[config.mk]
export PLATFORM = sky130hd
export DESIGN_NAME = write_back_stage
export DESIGN_NICKNAME = d
export VERILOG_FILES = /design/src/rtl/write_back_stage_pkg.sv /design/src/rtl/write_back_stage_load_extract.sv /design/src/rtl/write_back_stage.sv
export SDC_FILE = /design/constraint.sdc
export NUM_CORES = 1
export LEC_CHECK = 0
export ABC_CLOCK_PERIOD_IN_PS = 6100
export CAP_MARGIN = 20
export CORE_MARGIN = 10
export CORE_UTILIZATION = 25
export CTS_CLUSTER_SIZE = 40
export DETAILED_ROUTE_END_ITERATION = 12
export PLACE_DENSITY = 0.54
export RECOVER_POWER = 100
export SYNTH_ARGS = -nofsm -noshare
export SYNTH_HDL_FRONTEND = slang
export SYNTH_SLANG_ARGS = --single-unit
[constraint.sdc]
create_clock -name clk -period 6.1 [get_ports clk]
set_input_delay 1.22 -clock clk [delete_from_list [all_inputs] [get_ports clk]]
set_output_delay 1.22 -clock clk [all_outputs]
set_load 0.03 [all_outputs]
[src/rtl/write_back_stage_pkg.sv]
// Shared types for the write-back stage: register-file write params,
// result source select, load funct3 codes and the stage FSM states.
package write_back_stage_pkg;

    typedef struct packed {
        logic       write_enable;
        logic [4:0] addr_rd;
    } reg_file_write_params_t;

    typedef enum logic [1:0] {
        WB_SEL_ALU = 2'd0,
        WB_SEL_MEM = 2'd1,
        WB_SEL_PC  = 2'd2
    } write_back_select_t;

    localparam logic [2:0] F3_LB  = 3'd0;
    localparam logic [2:0] F3_LH  = 3'd1;
    localparam logic [2:0] F3_LW  = 3'd2;
    localparam logic [2:0] F3_LBU = 3'd4;
    localparam logic [2:0] F3_LHU = 3'd5;

    typedef enum logic {
        ST_IDLE     = 1'b0,
        ST_WAIT_MEM = 1'b1
    } wb_state_t;

endpackage

[src/rtl/write_back_stage_load_extract.sv]
// Combinational load data extraction: selects byte/half/word from an
// aligned memory word and sign- or zero-extends it.
module load_extract
    import write_back_stage_pkg::*;
#(
    parameter int XLEN = 32
) (
    input  logic [2:0]      funct3,
    input  logic [1:0]      addr_lo,
    input  logic [XLEN-1:0] rdata,
    output logic [XLEN-1:0] data
);

    logic [7:0]  w_byte;
    logic [15:0] w_half;

    assign w_byte = rdata[{addr_lo, 3'b000} +: 8];
    assign w_half = rdata[{addr_lo[1], 4'b0000} +: 16];

    always_comb begin
        data = '0;
        unique case (funct3)
            F3_LB:   data = {{(XLEN-8){w_byte[7]}}, w_byte};
            F3_LBU:  data = {{(XLEN-8){1'b0}}, w_byte};
            F3_LH:   data = {{(XLEN-16){w_half[15]}}, w_half};
            F3_LHU:  data = {{(XLEN-16){1'b0}}, w_half};
            F3_LW:   data = rdata;
            default: data = '0;
        endcase
    end

endmodule

[src/rtl/write_back_stage.sv]
// Write-back stage: registers ALU/PC results or waits for load data.
// Define WB_BYPASS_EN to expose byp_valid/byp_addr/byp_data.
module write_back_stage
    import write_back_stage_pkg::*;
#(
    parameter int XLEN = 32
) (
    input  logic                   clk,
    input  logic                   reset,
    input  logic                   in_valid,
    output logic                   in_ready,
    input  reg_file_write_params_t in_wr_params,
    input  write_back_select_t     in_sel,
    input  logic [XLEN-1:0]        in_alu_result,
    input  logic [XLEN-1:0]        in_pc,
    input  logic [2:0]             in_load_funct3,
    input  logic [1:0]             in_addr_lo,
    input  logic                   mem_rvalid,
    input  logic [XLEN-1:0]        mem_rdata,
    output logic                   rf_we,
    output logic [4:0]             rf_waddr,
    output logic [XLEN-1:0]        rf_wdata,
    output logic                   busy
`ifdef WB_BYPASS_EN
    ,
    output logic                   byp_valid,
    output logic [4:0]             byp_addr,
    output logic [XLEN-1:0]        byp_data
`endif
);

    wb_state_t r_state;
    wb_state_t w_next_state;

    logic            r_ld_we;
    logic [4:0]      r_ld_rd;
    logic [2:0]      r_ld_f3;
    logic [1:0]      r_ld_lo;

    logic            r_rf_we;
    logic [4:0]      r_rf_waddr;
    logic [XLEN-1:0] r_rf_wdata;

    logic            w_accept;
    logic            w_accept_mem;
    logic            w_load_done;
    logic [XLEN-1:0] w_ld_data;
    logic            w_wr_en;
    logic [4:0]      w_wr_addr;
    logic [XLEN-1:0] w_wr_data;

    assign w_accept     = in_valid && (r_state == ST_IDLE);
    assign w_accept_mem = w_accept && (in_sel == WB_SEL_MEM);
    assign w_load_done  = mem_rvalid && (r_state == ST_WAIT_MEM);

    load_extract #(
        .XLEN(XLEN)
    ) u_load_extract (
        .funct3  (r_ld_f3),
        .addr_lo (r_ld_lo),
        .rdata   (mem_rdata),
        .data    (w_ld_data)
    );

    always_ff @(posedge clk or posedge reset) begin
        if (reset) begin
            r_state <= ST_IDLE;
        end else begin
            r_state <= w_next_state;
        end
    end

    always_comb begin
        w_next_state = r_state;
        unique case (r_state)
            ST_IDLE:     if (w_accept_mem) w_next_state = ST_WAIT_MEM;
            ST_WAIT_MEM: if (mem_rvalid)   w_next_state = ST_IDLE;
            default:     w_next_state = ST_IDLE;
        endcase
    end

    always_comb begin
        in_ready = (r_state == ST_IDLE);
        busy     = (r_state == ST_WAIT_MEM);
    end

    // x0 is hardwired, so writes targeting it are suppressed here
    always_comb begin
        w_wr_en   = 1'b0;
        w_wr_addr = in_wr_params.addr_rd;
        w_wr_data = in_alu_result;
        if (w_load_done) begin
            w_wr_en   = r_ld_we && (r_ld_rd != 5'd0);
            w_wr_addr = r_ld_rd;
            w_wr_data = w_ld_data;
        end else if (w_accept && !w_accept_mem) begin
            w_wr_en = in_wr_params.write_enable
                      && (in_wr_params.addr_rd != 5'd0);
            if (in_sel == WB_SEL_PC) begin
                w_wr_data = in_pc + XLEN'(4);
            end
        end
    end

    always_ff @(posedge clk or posedge reset) begin
        if (reset) begin
            r_ld_we <= 1'b0;
            r_ld_rd <= '0;
            r_ld_f3 <= '0;
            r_ld_lo <= '0;
        end else if (w_accept_mem) begin
            r_ld_we <= in_wr_params.write_enable;
            r_ld_rd <= in_wr_params.addr_rd;
            r_ld_f3 <= in_load_funct3;
            r_ld_lo <= in_addr_lo;
        end
    end

    always_ff @(posedge clk or posedge reset) begin
        if (reset) begin
            r_rf_we    <= 1'b0;
            r_rf_waddr <= '0;
            r_rf_wdata <= '0;
        end else begin
            r_rf_we <= w_wr_en;
            if (w_wr_en) begin
                r_rf_waddr <= w_wr_addr;
                r_rf_wdata <= w_wr_data;
            end
        end
    end

    assign rf_we    = r_rf_we;
    assign rf_waddr = r_rf_waddr;
    assign rf_wdata = r_rf_wdata;

`ifdef WB_BYPASS_EN
    assign byp_valid = r_rf_we;
    assign byp_addr  = r_rf_waddr;
    assign byp_data  = r_rf_wdata;
`endif

endmodule

==> flow_metrics.py <==
metrics = {
    "outcome": {
        "status": "finished with violations",
        "violations": "max-capacitance violations, max-slew violations",
    },
    "layout": {
        "area_growth_syn_to_layout_pct": 47.9,
        "fin_area_um2": 5510,
        "fin_cells": 743,
        "final_cell_mix": "109 x clkdlybuf4s50_1, 50 x dfrtp_1, 43 x dlygate4sd3_1, 40 x nand2_1, 31 x nor2_1",
        "fin_nets": 672,
        "layout-drive-gt1-share_pct": 7.16,
        "final_common_cell": "clkdlybuf4s50_1",
        "diodes": 0,
        "fill_cells": 1490,
    },
    "setup_path": {
        "path_cells": "dlygate4sd3_1 -> or4_1 -> o2111ai_1 -> and2_0 -> inv_1 -> nand2_1 -> o221ai_1",
        "crit_start": "in_wr_params[1]",
        "cp-start-kind": "primary input",
        "crit_slowest_cell": "o2111ai_1",
        "worst_setup_path_end_kind": "flip-flop",
        "timing.rr.start": "busy$_DFF_PP0_",
        "critical_path_class": "primary input to flip-flop",
        "critPathRequiredTime_ns": 6.25,
        "arrival_ns": 4.69,
        "reg2reg_depth": 6,
        "crit_fanout": 30,
        "cpPeakStageDelay_ns": 1.11,
    },
    "timing": {
        "post-route-period-util_pct": 74.3,
        "fmax_mhz": 221,
        "setup_tns_ns": 0,
        "finalHoldViolCount": 0,
        "fin_skew_ns": 0.0104,
        "tightest_slew_ns": 1.70,
        "period_needed_ns": 4.53,
        "final-max-slew-violation-count": 44,
        "rsz0062_at_grt": "false",
        "setup_viol": 0,
        "slew_headroom_pct": -13.9,
    },
    "clocking": {
        "cts_made_buffers": 5,
        "cts_hold_buf": 0,
        "htree_levels": 2,
        "clkLatencyLatePin_ns": 0.29,
        "cts.sinks": 50,
        "cts_root_buf": "clkbuf_16",
        "cts_tree": "yes",
        "cts_resized": 0,
        "path_clk_slew_ns": 0.07,
        "clockBufferDepth": 2,
        "cts_setup_buffers": 0,
    },
    "drt": {
        "vias_per_cell": 5.19,
        "dr.pass1.iters": 6,
        "drc_errors": 0,
        "first_iter_violations": 372,
        "routed_wl_mm": 15.6,
        "wl_per_cell_um": 21.0,
        "vias": 3856,
        "antenna_left": 0,
    },
    "global_routing": {
        "track_usage_pct": 14.9,
        "grt_max_degree": 45,
        "antenna_found_initial": 0,
        "grt_pass1_wl_mm": 23.7,
        "grt_pass1_vias": 3977,
        "overflow": 0,
    },
    "pwr": {
        "irDropWorstVdd_mv": 0.128,
        "p_leak_nw": 2.11,
        "power.density_nw_per_um2": 261,
        "report.power.total_w": 0.00144,
    },
    "logic_synthesis": {
        "synth_nets": 536,
        "ys_async_sr_fraction_pct": 100,
        "yosys-top-cells-area": "dfrtp_1 34%, mux2i_1 5.1%, nand2_1 4.0%",
        "yosysWarnings": 0,
        "ys_ff_latch": 50,
        "synth_area_um2": 3730,
        "synthCells": 422,
        "syn_avg_cell_area_um2": 8.83,
        "synth_largest_area_cell": "dfrtp_1",
        "synth_edf_count": 0,
        "ys_types": 67,
        "synth.top_cell.area_share_pct": 33.6,
        "synth-main-ff-cell": "dfrtp_1",
        "seq_area_frac_synth_pct": 33.6,
    },
    "place": {
        "place_congestion": 0.862,
        "dp_hpwl_mm": 12.8,
        "placedInstanceArea_um2": 5410,
        "dp.cells": 735,
        "port-buffer-count": 152,
    },
    "min_path": {
        "hold_path_depth": 2,
        "worstHoldStart": "rf_waddr[0]$_DFFE_PP0P_",
        "min_path_type": "flip-flop to flip-flop",
    },
    "run": {
        "max_cap_viol_count": 2,
    },
    "die": {
        "core_um2": 14600,
        "die_width_um": 142,
        "placementRows": 44,
        "die_area_um2": 20200,
        "initial_core_util_pct": 25.5,
        "ios": 153,
        "die_h_um": 142,
    },
}
flip-flops by register name, indices dropped and copies added, names as in the netlist:
signal,count
rf_we,1
busy,1
r_ld_we,1
r_ld_rd,5
r_ld_f3,3
rf_wdata,32
rf_waddr,5
r_ld_lo,2
logic make-up (layout without fill, tap and decap cells):
group                      count (synthesis)  in the layout  synth area share [%]
AOI/OAI and AO/OA                        138            138                  26.4
xor gates and xnor gates                  16             16                  3.76
buffers and inverters                     40            177                  4.84
muxes                                     33             33                  9.34
and+or+nand+nor                          144            144                  21.8
DFF                                       50             50                  33.6
adders and majority gates                  1              1                 0.336
stage by stage:
step	setup WS [ns]	hold WS, ns	util, %
global placement	2.01	0.465	36.9
global route	1.36	0.504	37.8
floorplan	3.18	0.482	-
detailed placement	1.95	0.475	37.1
CTS	2.25	0.492	38.1
finish	1.57	0.477	37.8
Yosys cell counts (3+ instances only):
| cell | instances |
|---|---|
| dfrtp_1 | 50 |
| nand2_1 | 40 |
| nor2_1 | 31 |
| o21ai_0 | 26 |
| a21oi_1 | 24 |
| mux2i_1 | 19 |
| clkbuf_1 | 14 |
| mux2_2 | 13 |
| a22oi_1 | 12 |
| a221o_1 | 11 |
| inv_1 | 10 |
| nand3_1 | 10 |
| xnor2_1 | 10 |
| a31oi_1 | 9 |
| buf_2 | 9 |
| nand2b_1 | 7 |
| or3_1 | 7 |
| and2_1 | 6 |
| nor3_1 | 6 |
| or4_1 | 6 |
| xor2_1 | 6 |
| a211oi_1 | 5 |
| nand4_1 | 5 |
| o21ai_1 | 5 |
| a2bb2oi_1 | 4 |
| o211ai_1 | 4 |
| o21a_1 | 4 |
| o221ai_2 | 4 |
| a211o_1 | 3 |
| a21o_1 | 3 |
| and3_1 | 3 |
| nor4_2 | 3 |
| o21bai_1 | 3 |
| o31ai_1 | 3 |
final timing paths:
| path | to | slack [ns] |
|---|---|---|
| min in group asynchronous | rf_wdata[27]$_DFFE_PP0P_ | 1.58 |
| worst max-delay path | rf_wdata[28]$_DFFE_PP0P_ | 1.57 |
| worst max register to register | rf_wdata[26]$_DFFE_PP0P_ | 2.91 |
| worst min-delay path | rf_waddr[0]$_DFFE_PP0P_ | 0.48 |
| worst min register to register | rf_waddr[0]$_DFFE_PP0P_ | 0.48 |
| max in group asynchronous | rf_wdata[5]$_DFFE_PP0P_ | 2.61 |
layer usage:
layer	track usage (%)	part of all wire (%)	vias to the layer above
li1	-	-	1876
met1	19.9	46	1831
met2	23.5	46	135
met3	4.01	7.1	14
met4	2.85	1.4	0
met5	0	0	-
report_power, final:
group	leakage (nW)	switching [W]	total, W	internal, W
combinational	1.44	0.000374	0.000667	0.000294
sequential	0.599	0.0000750	0.000491	0.000416
clock	0.0698	0.000128	0.000281	0.000152
cell type report:
| class | instances | area (µm²) | area share (%) |
|---|---|---|---|
| clock buffer | 5 | 125 | 2.27 |
| multi-input combinational | 332 | 2280 | 41.5 |
| clock inverter | 3 | 21.3 | 0.386 |
| inverter | 13 | 48.8 | 0.886 |
| sequential | 50 | 1250 | 22.7 |
| tap | 184 | 230 | 4.18 |
| timing repair buffer | 156 | 1550 | 28.1 |
critical path: cells and delay by family:
kind	cells	cell delay, ns
buffers and inverters	2	0.98
AOI/OAI and AO/OA	2	1.29
and+or+nand+nor	3	1.20
Note: power is estimated with default switching activity, not from simulation.
